$ cat config.mk
export PLATFORM = sky130hd
export DESIGN_NAME = ntt_dit_scheduler
export DESIGN_NICKNAME = d
export VERILOG_FILES = /design/src/rtl/ntt_pkg.sv /design/src/rtl/ntt_sched_delay.sv /design/src/rtl/ntt_dit_scheduler.sv
export SDC_FILE = /design/constraint.sdc
export NUM_CORES = 1
export LEC_CHECK = 0
export BUFFER_PORTS_ARGS = -buffer_cell sky130_fd_sc_hd__buf_2
export CORE_MARGIN = 4
export CORE_UTILIZATION = 53
export DETAILED_ROUTE_END_ITERATION = 10
export PLACE_DENSITY = 0.78
export SYNTH_ARGS = -nofsm -noshare
export SYNTH_HDL_FRONTEND = slang
export SYNTH_SLANG_ARGS = --single-unit
$ cat constraint.sdc
create_clock -name clk -period 4.2 [get_ports clk]
set_clock_uncertainty 0.1 [all_clocks]
set_input_delay 0 -clock clk [delete_from_list [all_inputs] [get_ports clk]]
set_output_delay 0 -clock clk [all_outputs]
set_load 0.01 [all_outputs]
$ cat src/rtl/ntt_pkg.sv
// ntt_pkg: shared FSM state type and size/latency derivations for the NTT scheduler
`ifndef MODRED_DELAY
`define MODRED_DELAY 2
`endif
`ifndef INTMUL_DELAY
`define INTMUL_DELAY 1
`endif
package ntt_pkg;
  typedef enum logic [1:0] {IDLE, ISSUE, DRAIN, FIN} state_t;
  localparam int BF_LAT_DEF = `MODRED_DELAY + `INTMUL_DELAY + 1;
  function automatic int ntt_dly(input int rd_lat, input int bf_lat);
    return rd_lat + bf_lat;
  endfunction
  function automatic int ntt_n(input int logn);
    return 1 << logn;
  endfunction
endpackage

$ cat src/rtl/ntt_sched_delay.sv
// ntt_sched_delay: valid+data shift register of fixed depth aligning write-back with butterfly output
module ntt_sched_delay #(
  parameter int DEPTH = 5,
  parameter int W = 8
) (
  input  logic         clk,
  input  logic         reset,
  input  logic         in_valid,
  input  logic [W-1:0] in_data,
  output logic         out_valid,
  output logic [W-1:0] out_data
);
  logic [DEPTH-1:0] v;
  logic [W-1:0] d [DEPTH];
  // shift valid and data one stage per cycle; reset empties the line so no stale write survives
  always_ff @(posedge clk or negedge reset)
    if (!reset) begin
      v <= '0;
      for (int n = 0; n < DEPTH; n++) d[n] <= '0;
    end else begin
      v <= DEPTH'({v, in_valid});
      d[0] <= in_data;
      for (int n = 1; n < DEPTH; n++) d[n] <= d[n-1];
    end
  assign out_valid = v[DEPTH-1];
  assign out_data = d[DEPTH-1];
endmodule

$ cat src/rtl/ntt_dit_scheduler.sv
// ntt_dit_scheduler: sequences a radix-2 DIT NTT through one butterfly; NTT_PWMUL_EN adds a pointwise-multiply pass
module ntt_dit_scheduler import ntt_pkg::*; #(
  parameter int LOGN = 10,
  parameter int RD_LAT = 1,
  parameter int BF_LAT = BF_LAT_DEF
) (
  input  logic            clk,
  input  logic            reset,
  input  logic            start,
  input  logic            pw_mode,
  output logic            busy,
  output logic            done,
  output logic            rd_en,
  output logic [LOGN-1:0] rd_addr_a,
  output logic [LOGN-1:0] rd_addr_b,
  output logic [LOGN-1:0] tw_addr,
  output logic            bf_mode,
  output logic            wr_en_a,
  output logic            wr_en_b,
  output logic [LOGN-1:0] wr_addr_a,
  output logic [LOGN-1:0] wr_addr_b
);
  localparam int N = ntt_n(LOGN);
  localparam int DLY = ntt_dly(RD_LAT, BF_LAT);
  localparam int SW = LOGN > 1 ? $clog2(LOGN) : 1;
  localparam int DW = $clog2(DLY + 1);
  state_t state;
  logic [SW-1:0] s, ns;
  logic [LOGN-1:0] i, ni, na, nb, nt;
  logic [DW-1:0] dcnt;
  logic pw, npw, pw_en, last_i, last_s, wr_v, wb_en;
  logic [RD_LAT-1:0] bf_sr;
  logic [2*LOGN:0] dl_out;
`ifdef NTT_PWMUL_EN
  assign pw_en = pw_mode;
`else
  logic unused_pw;
  assign pw_en = 1'b0;
  assign unused_pw = pw_mode;
`endif
  function automatic logic [3*LOGN-1:0] ntt_addr(input logic [SW-1:0] st, input logic [LOGN-1:0] ix);
    logic [LOGN-1:0] half, k, a;
    half = LOGN'(1) << st;
    k = ix & (half - 1'b1);
    a = (((ix >> st) << st) << 1) | k;
    return {a, a + half, k << (SW'(LOGN-1) - st)};
  endfunction
  // next issue indices and addresses: fresh stage from IDLE/DRAIN, otherwise the following butterfly
  always_comb begin
    ns = state == DRAIN ? s + 1'b1 : state == ISSUE ? s : '0;
    ni = state == ISSUE ? i + 1'b1 : '0;
    npw = state == IDLE ? pw_en : pw;
    {na, nb, nt} = npw ? {ni, ni, ni} : ntt_addr(ns, ni);
  end
  assign last_i = pw ? i == LOGN'(N - 1) : i == LOGN'(N / 2 - 1);
  assign last_s = pw || s == SW'(LOGN - 1);
  // pass sequencer: issue a stage, drain the pipeline, repeat until the last stage, then pulse done
  always_ff @(posedge clk or negedge reset)
    if (!reset) begin
      state <= IDLE;
      s <= '0;
      i <= '0;
      dcnt <= '0;
      pw <= 1'b0;
      busy <= 1'b0;
      done <= 1'b0;
      rd_en <= 1'b0;
      rd_addr_a <= '0;
      rd_addr_b <= '0;
      tw_addr <= '0;
    end else begin
      case (state)
        IDLE: if (start) begin
          state <= ISSUE;
          busy <= 1'b1;
          pw <= npw;
          s <= ns;
          i <= ni;
          rd_en <= 1'b1;
          {rd_addr_a, rd_addr_b, tw_addr} <= {na, nb, nt};
        end
        ISSUE: if (last_i) begin
          state <= DRAIN;
          rd_en <= 1'b0;
          dcnt <= '0;
        end else begin
          i <= ni;
          {rd_addr_a, rd_addr_b, tw_addr} <= {na, nb, nt};
        end
        DRAIN: if (dcnt != DW'(DLY - 1)) dcnt <= dcnt + 1'b1;
        else if (last_s) begin
          state <= FIN;
          busy <= 1'b0;
          done <= 1'b1;
        end else begin
          state <= ISSUE;
          s <= ns;
          i <= ni;
          rd_en <= 1'b1;
          {rd_addr_a, rd_addr_b, tw_addr} <= {na, nb, nt};
        end
        FIN: begin
          state <= IDLE;
          done <= 1'b0;
        end
        default: state <= IDLE;
      endcase
    end
  // multiply mode reaches the butterfly together with the operands, RD_LAT after the read
  always_ff @(posedge clk or negedge reset)
    if (!reset) bf_sr <= '0;
    else bf_sr <= RD_LAT'({bf_sr, rd_en & pw});
  assign bf_mode = bf_sr[RD_LAT-1];
  ntt_sched_delay #(.DEPTH(DLY), .W(2 * LOGN + 1)) u_dly (
    .clk(clk),
    .reset(reset),
    .in_valid(rd_en),
    .in_data({~pw, rd_addr_a, rd_addr_b}),
    .out_valid(wr_v),
    .out_data(dl_out)
  );
  assign {wb_en, wr_addr_a, wr_addr_b} = dl_out;
  assign wr_en_a = wr_v;
  assign wr_en_b = wr_v & wb_en;
endmodule
==> results of run 1 <==
==> area by class of cell <==
class	instances	area [um2]
clock buffers	19	443
well taps	180	225
repair buffers	198	1420
clock inverters	13	118
fillers	1030	4300
inverters	14	60.1
flip-flops and latches	164	4110
multi-input cells	490	3360
==> flip-flops by register name, summed over array words and instances (netlist names) <==
name            count
u_dly.d            84
u_dly.out_data     21
i                  10
rd_addr_a          10
rd_addr_b          10
tw_addr            10
u_dly.v             5
s                   4
dcnt                3
state               2
bf_mode             1
busy                1
done                1
pw                  1
rd_en               1
==> worst paths after layout <==
check	startpoint	end	slack (ns)	cells after the start
setup / recovery	state[1]	rd_addr_b[8]	0.11	20
hold / removal	reset	u_dly.d[94]	0.08	2
setup reg to reg	state[1]	rd_addr_b[8]	0.11	20
hold reg to reg	u_dly.d[56]	u_dly.d[35]	0.24	0
max in group asynchronous	reset	u_dly.d[88]	2.88	3
min in group clk	start	pw	0.24	3
==> through the flow <==
step	cells	worst slack (ns)	area [um2]
finish	1078	0.114	9740
global placement	1027	-0.0440	8660
global route	1078	-0.0379	9740
detailed placement	1027	-0.194	8660
CTS	1070	0.00128	9420
floorplan	749	-0.00938	7700
==> repair_timing <==
| action | in CTS | in global routing |
|---|---|---|
| setup endpoints to repair | 4 | 5 |
| resized for setup | 22 | 60 |
| endpoints found under the hold margin | 90 | 0 |
| hold buffers | 2 | 0 |
| buffers inserted | 9 | 9 |
| pin swaps | 2 | 26 |
==> kinds of logic (layout without fill, tap and decap cells) <==
kind of cell             after synthesis  count (layout)  synth area share
buffers and inverters                 95             244            0.0698
AND/OR/NAND/NOR                      241             241             0.151
adder cells (fa/ha/maj)               16              16            0.0270
XOR/XNOR                              17              17            0.0194
multiplexers                          10              10            0.0158
AO/OA/AOI/OAI                        205             205             0.183
other                                  1               1          0.000488
flip-flops                           164             164             0.534
==> worst max-delay path: stages, from the launching register on <==
cell and delay, ns:
dfrtp_2 0.44, buf_12 0.14, buf_4 0.13, nor3b_2 0.16
o21ai_2 0.24, nand2_2 0.17, buf_4 0.19, a32o_1 0.25
o31ai_2 0.22, buf_4 0.16, nor3_1 0.04, o21bai_1 0.19
nand2_1 0.09, ha_1 0.35, a21boi_4 0.21, o21ai_1 0.08
nand2b_1 0.10, a21o_1 0.14, a21oi_2 0.06, or3_1 0.34
a41oi_2 0.19
==> power by group <==
group | switching (mW) | internal, mW
logic | 0.923 | 0.776
registers | 0.236 | 2.05
clock network | 0.681 | 0.794
==> per-layer routing <==
layer | GRT usage | up-vias | routed length [um]
met1 | 0.392 | 3172 | 9530
li1 | - | 2906 | -
met3 | 0.0631 | 48 | 1890
met4 | 0.105 | 0 | 545
met5 | 0 | - | 0
met2 | 0.428 | 301 | 10500
==> placed cells by master, fill, tap and decap left out, types with 5 or more instances in the layout <==
| master | count |
|---|---|
| clkbuf_16 | 17 |
| nor2_1 | 59 |
| dfrtp_1 | 156 |
| or3_1 | 11 |
| ha_4 | 5 |
| a21o_1 | 9 |
| o211ai_1 | 6 |
| buf_4 | 128 |
| and2_1 | 5 |
| a21oi_1 | 38 |
| buf_2 | 57 |
| nand3_1 | 21 |
| o21ai_0 | 37 |
| o21ai_1 | 7 |
| nor3_1 | 15 |
| o22ai_1 | 5 |
| xor2_1 | 9 |
| inv_1 | 11 |
| buf_6 | 8 |
| ha_1 | 10 |
| dfrtp_2 | 8 |
| xnor2_1 | 8 |
| a21oi_2 | 9 |
| a31oi_1 | 15 |
| nand2b_1 | 7 |
| nand2_1 | 74 |
| and3_1 | 6 |
==> impl_metrics.toml, run 1 <==
[outcome]
status = "finished clean"

[placed_design]
hpwl_mm = 16.3
place.gp.congestion = 0.971
io_buffers = 58

[drt]
vias_per_cell = 5.96
drt_wl_total_mm = 22.4
via_count = 6427
routedWlPerCell_um = 20.8
ant_nets = 0
firstDrtPassIters = 5
drc_errors = 0
dr.first_iter.drc_count = 611

[worst_setup_path]
crit_path_end_kind = "register"
cp_max_fo = 6
start_kind = "register"
path_class = "register to register"
cp.required_ns = 4.45
arrival_ns = 4.34

[clock_tree]
cts_max_level = 4
cts_tree = "yes"
cts-buffers-inserted = 17
clk-insertion-delay-late_ns = 0.43
clock_sink_count = 164
root_buffer = "clkbuf_16"
cts_max_path_buffers = 2
clk_pin_slew_worst_paths_ns = 0.07

[synth]
avgSynthCellArea_um2 = 10.3
synth.area.top_cells = "dfrtp_1, buf_4, nand2_1, o21ai_0, nor2_1"
yosys_most_used_dff = "dfrtp_1"
synth_area_leader_cell = "dfrtp_1"
syn_nets = 769
ys_ff_latch = 164
syn_area_um2 = 7690
yosysWarnings = 0
synth_top_area_frac = 0.534
async_reset_ff_frac = 1.00
ys_types = 86
synth_edf_count = 0
synthMostInstantiatedCell = "dfrtp_1"
yosysSeqAreaShare = 0.534
yosys-top-cells-count = "dfrtp_1, nand2_1, nor2_1"
synthCells = 749

[pwr]
power.leakage_nw = 4.55
irDropWorstVdd_mv = 0.298
power_density_nw_per_um2 = 561
p_total_mw = 5.46

[layout]
synthToLayoutAreaGrowth_pct = 26.6
fin_util = 0.694
diodes = 0
nets = 905
drive_above_1_share = 0.355

[sta]
fmax_mhz = 245
finalSetupTns_ns = 0
hold_slack_ns = 0.0849
hold_viol_final = 0
setup_viol = 0
slew_violations = 0
slew_headroom = 0.505
period_share = 0.973
worst-slew-pin-transition_ns = 0.742
period_needed_ns = 4.09

[die]
die_area_um2 = 16500
core-area_um2 = 14000
start_util = 0.548
boundaryPins = 60
fp.dieW_um = 128
chipHeight_um = 128
num_rows = 43

[grt]
grt_pass1_wl_mm = 35.2
antenna_found_initial = 0
grt_remaining_overflow = 0
grt_pass1_vias = 6375
track_usage = 0.280
grt_max_degree = 91

[run]
maxCapViolations = 0

[min_path]
min_path_type = "input pin to async pin"
No activity file was read; power rests on OpenSTA's default activity.
==> inputs of run 2 (changes only) <==
- PLACE_DENSITY: 0.78 -> 0.75
==> run 2 against run 1 <==
  * Sequential share of layout area shrank 0.53 points
  * Combinational power is 4% higher
  * Largest cell class unchanged
  * Core utilization rose by 0.87 points
  * Largest power group unchanged
==> impl_metrics.toml, run 2 (synthesis results as in run 1) <==
[outcome]
status = "finished clean"

[die]
start_util = 0.548
die_area_um2 = 16500
boundaryPins = 60
num_rows = 43
core-area_um2 = 14000
fp.dieW_um = 128
chipHeight_um = 128

[grt]
antenna_found_initial = 0
grt_max_degree = 102
grt_pass1_wl_mm = 35.3
grt_pass1_vias = 6430
track_usage = 0.279
grt_remaining_overflow = 0

[pwr]
power.leakage_nw = 4.58
pwr-share-clk = 0.270
swShare = 0.343
power.internal_mw = 3.66
irDropWorstVdd_mv = 0.303
power.switching_mw = 1.91
p_comb_frac = 0.318
pwr-share-seq = 0.411
power_density_nw_per_um2 = 565
p_total_mw = 5.57

[layout]
top_register = "u_dly.d"
diodes = 0
layout.cells.non_filler = 1089
largest_register_ff_count = 84
final_cell_mix = "dfrtp_1, buf_4, nand2_1, nor2_1, buf_2"
fillCellCount = 1013
nets = 916
synthToLayoutAreaGrowth_pct = 28.2
drive_above_1_share = 0.365
final_common_cell = "dfrtp_1"

[sta]
setup_viol = 0
period_needed_ns = 4.11
finalSetupTns_ns = 0
slew_violations = 0
hold_viol_final = 0
worst-slew-pin-transition_ns = 0.849
period_share = 0.978
slew_headroom = 0.434
fmax_mhz = 243

[placed_design]
place.gp.congestion = 0.957
place_inst = 1028
io_buffers = 58
hpwl_mm = 16.2

[clock_tree]
cts_max_path_buffers = 2
cts_max_level = 4
clock_sink_count = 164
root_buffer = "clkbuf_16"
clk_pin_slew_worst_paths_ns = 0.07
cts-buffers-inserted = 17
cts_tree = "yes"
clk-insertion-delay-late_ns = 0.43

[worst_setup_path]
cp_max_fo = 18
r2r_start = "s[0]"
crit_path_end_kind = "register"
critPathMostFrequentCell = "nand2b_1"
path_cells = "buf_4, buf_12, nand2b_1, mux2_2, a311oi_2, o2bb2ai_2, a211o_1, o22ai_2, inv_1, fa_2, nor2b_2, o21ai_2, a21boi_2, o21ai_1, nand2b_1, a21o_1, a21oi_2, or3_1, a41oi_2"
path_class = "register to register"
worstSetupStartpoint = "s[0]"
max_stage_delay_ns = 0.40
cp.required_ns = 4.44
arrival_ns = 4.35
critPathSlowestCell = "dfrtp_2"
start_kind = "register"

[drt]
ant_nets = 0
firstDrtPassIters = 5
vias_per_cell = 5.92
drc_errors = 0
via_count = 6451
drt_wl_total_mm = 22.6
dr.first_iter.drc_count = 703
routedWlPerCell_um = 20.8

[run]
maxCapViolations = 0

[min_path]
min_path_type = "input pin to async pin"
==> run 2: cell type report <==
cell class,count,area [um2],share of cell area
sequential,164,4110,0.417
clock buffer,17,425,0.0431
tap,180,225,0.0228
timing repair buffer,209,1470,0.149
inverter,14,57.6,0.00584
multi-input combinational,490,3410,0.345
clock inverter,15,165,0.0167
==> run 2: per-layer routing <==
metal / share of wire / wire length [um] / vias up / global-route usage
met5: 0 / 0 / - / 0
met4: 0.023 / 523 / 0 / 0.0999
met3: 0.077 / 1740 / 43 / 0.0556
met2: 0.47 / 10700 / 322 / 0.441
met1: 0.43 / 9690 / 3158 / 0.386
li1: - / - / 2928 / -
==> run 2: worst paths after layout <==
check | to | slack (ns) | cells past startpoint
setup / recovery | rd_addr_b[8] | 0.09 | 19
hold / removal | u_dly.d[31] | 0.10 | 2
setup reg to reg | rd_addr_b[8] | 0.09 | 19
hold reg to reg | u_dly.d[27] | 0.24 | 0
max in group asynchronous | i[1] | 2.92 | 3
min in group clk | pw | 0.23 | 3
==> run 2: power groups by stage <==
stage	Clock [mW]	Sequential [mW]	Combinational, mW
floorplan	0	2.24	0.966
global placement	0	2.27	1.55
detailed placement	0	2.31	1.56
CTS	1.53	2.29	1.61
global route	1.60	2.35	1.89
finish	1.51	2.29	1.77
==> run 2: worst max-delay path, delay by kind of cell (launching register included) <==
family                     cells  cell delay, ns
and+or+nand+nor                4            0.72
adders and majority gates      1            0.39
buffers and inverters          3            0.39
AOI/OAI and AO/OA             10            1.67
DFF                            1            0.40
muxes                          1            0.32
==> run 2: stage by stage <==
step / worst slack, ns / util / area, um2 / hold WS, ns
floorplan: -0.00938 / - / 7700 / -0.396
global placement: -0.0696 / 0.618 / 8680 / 0.0240
detailed placement: -0.250 / 0.618 / 8680 / 0.0332
CTS: 0.0142 / 0.676 / 9500 / 0.147
global route: -0.0629 / 0.702 / 9860 / 0.191
finish: 0.0908 / 0.702 / 9860 / 0.103
==> run 2: what timing repair did <==
item | CTS | global route
resized for setup | 18 | 70
hold buffers | 2 | 0
setup buffers | 17 | 11
endpoints found under the setup margin | 4 | 5
hold endpoints to repair | 101 | 0
pin swaps | 4 | 27
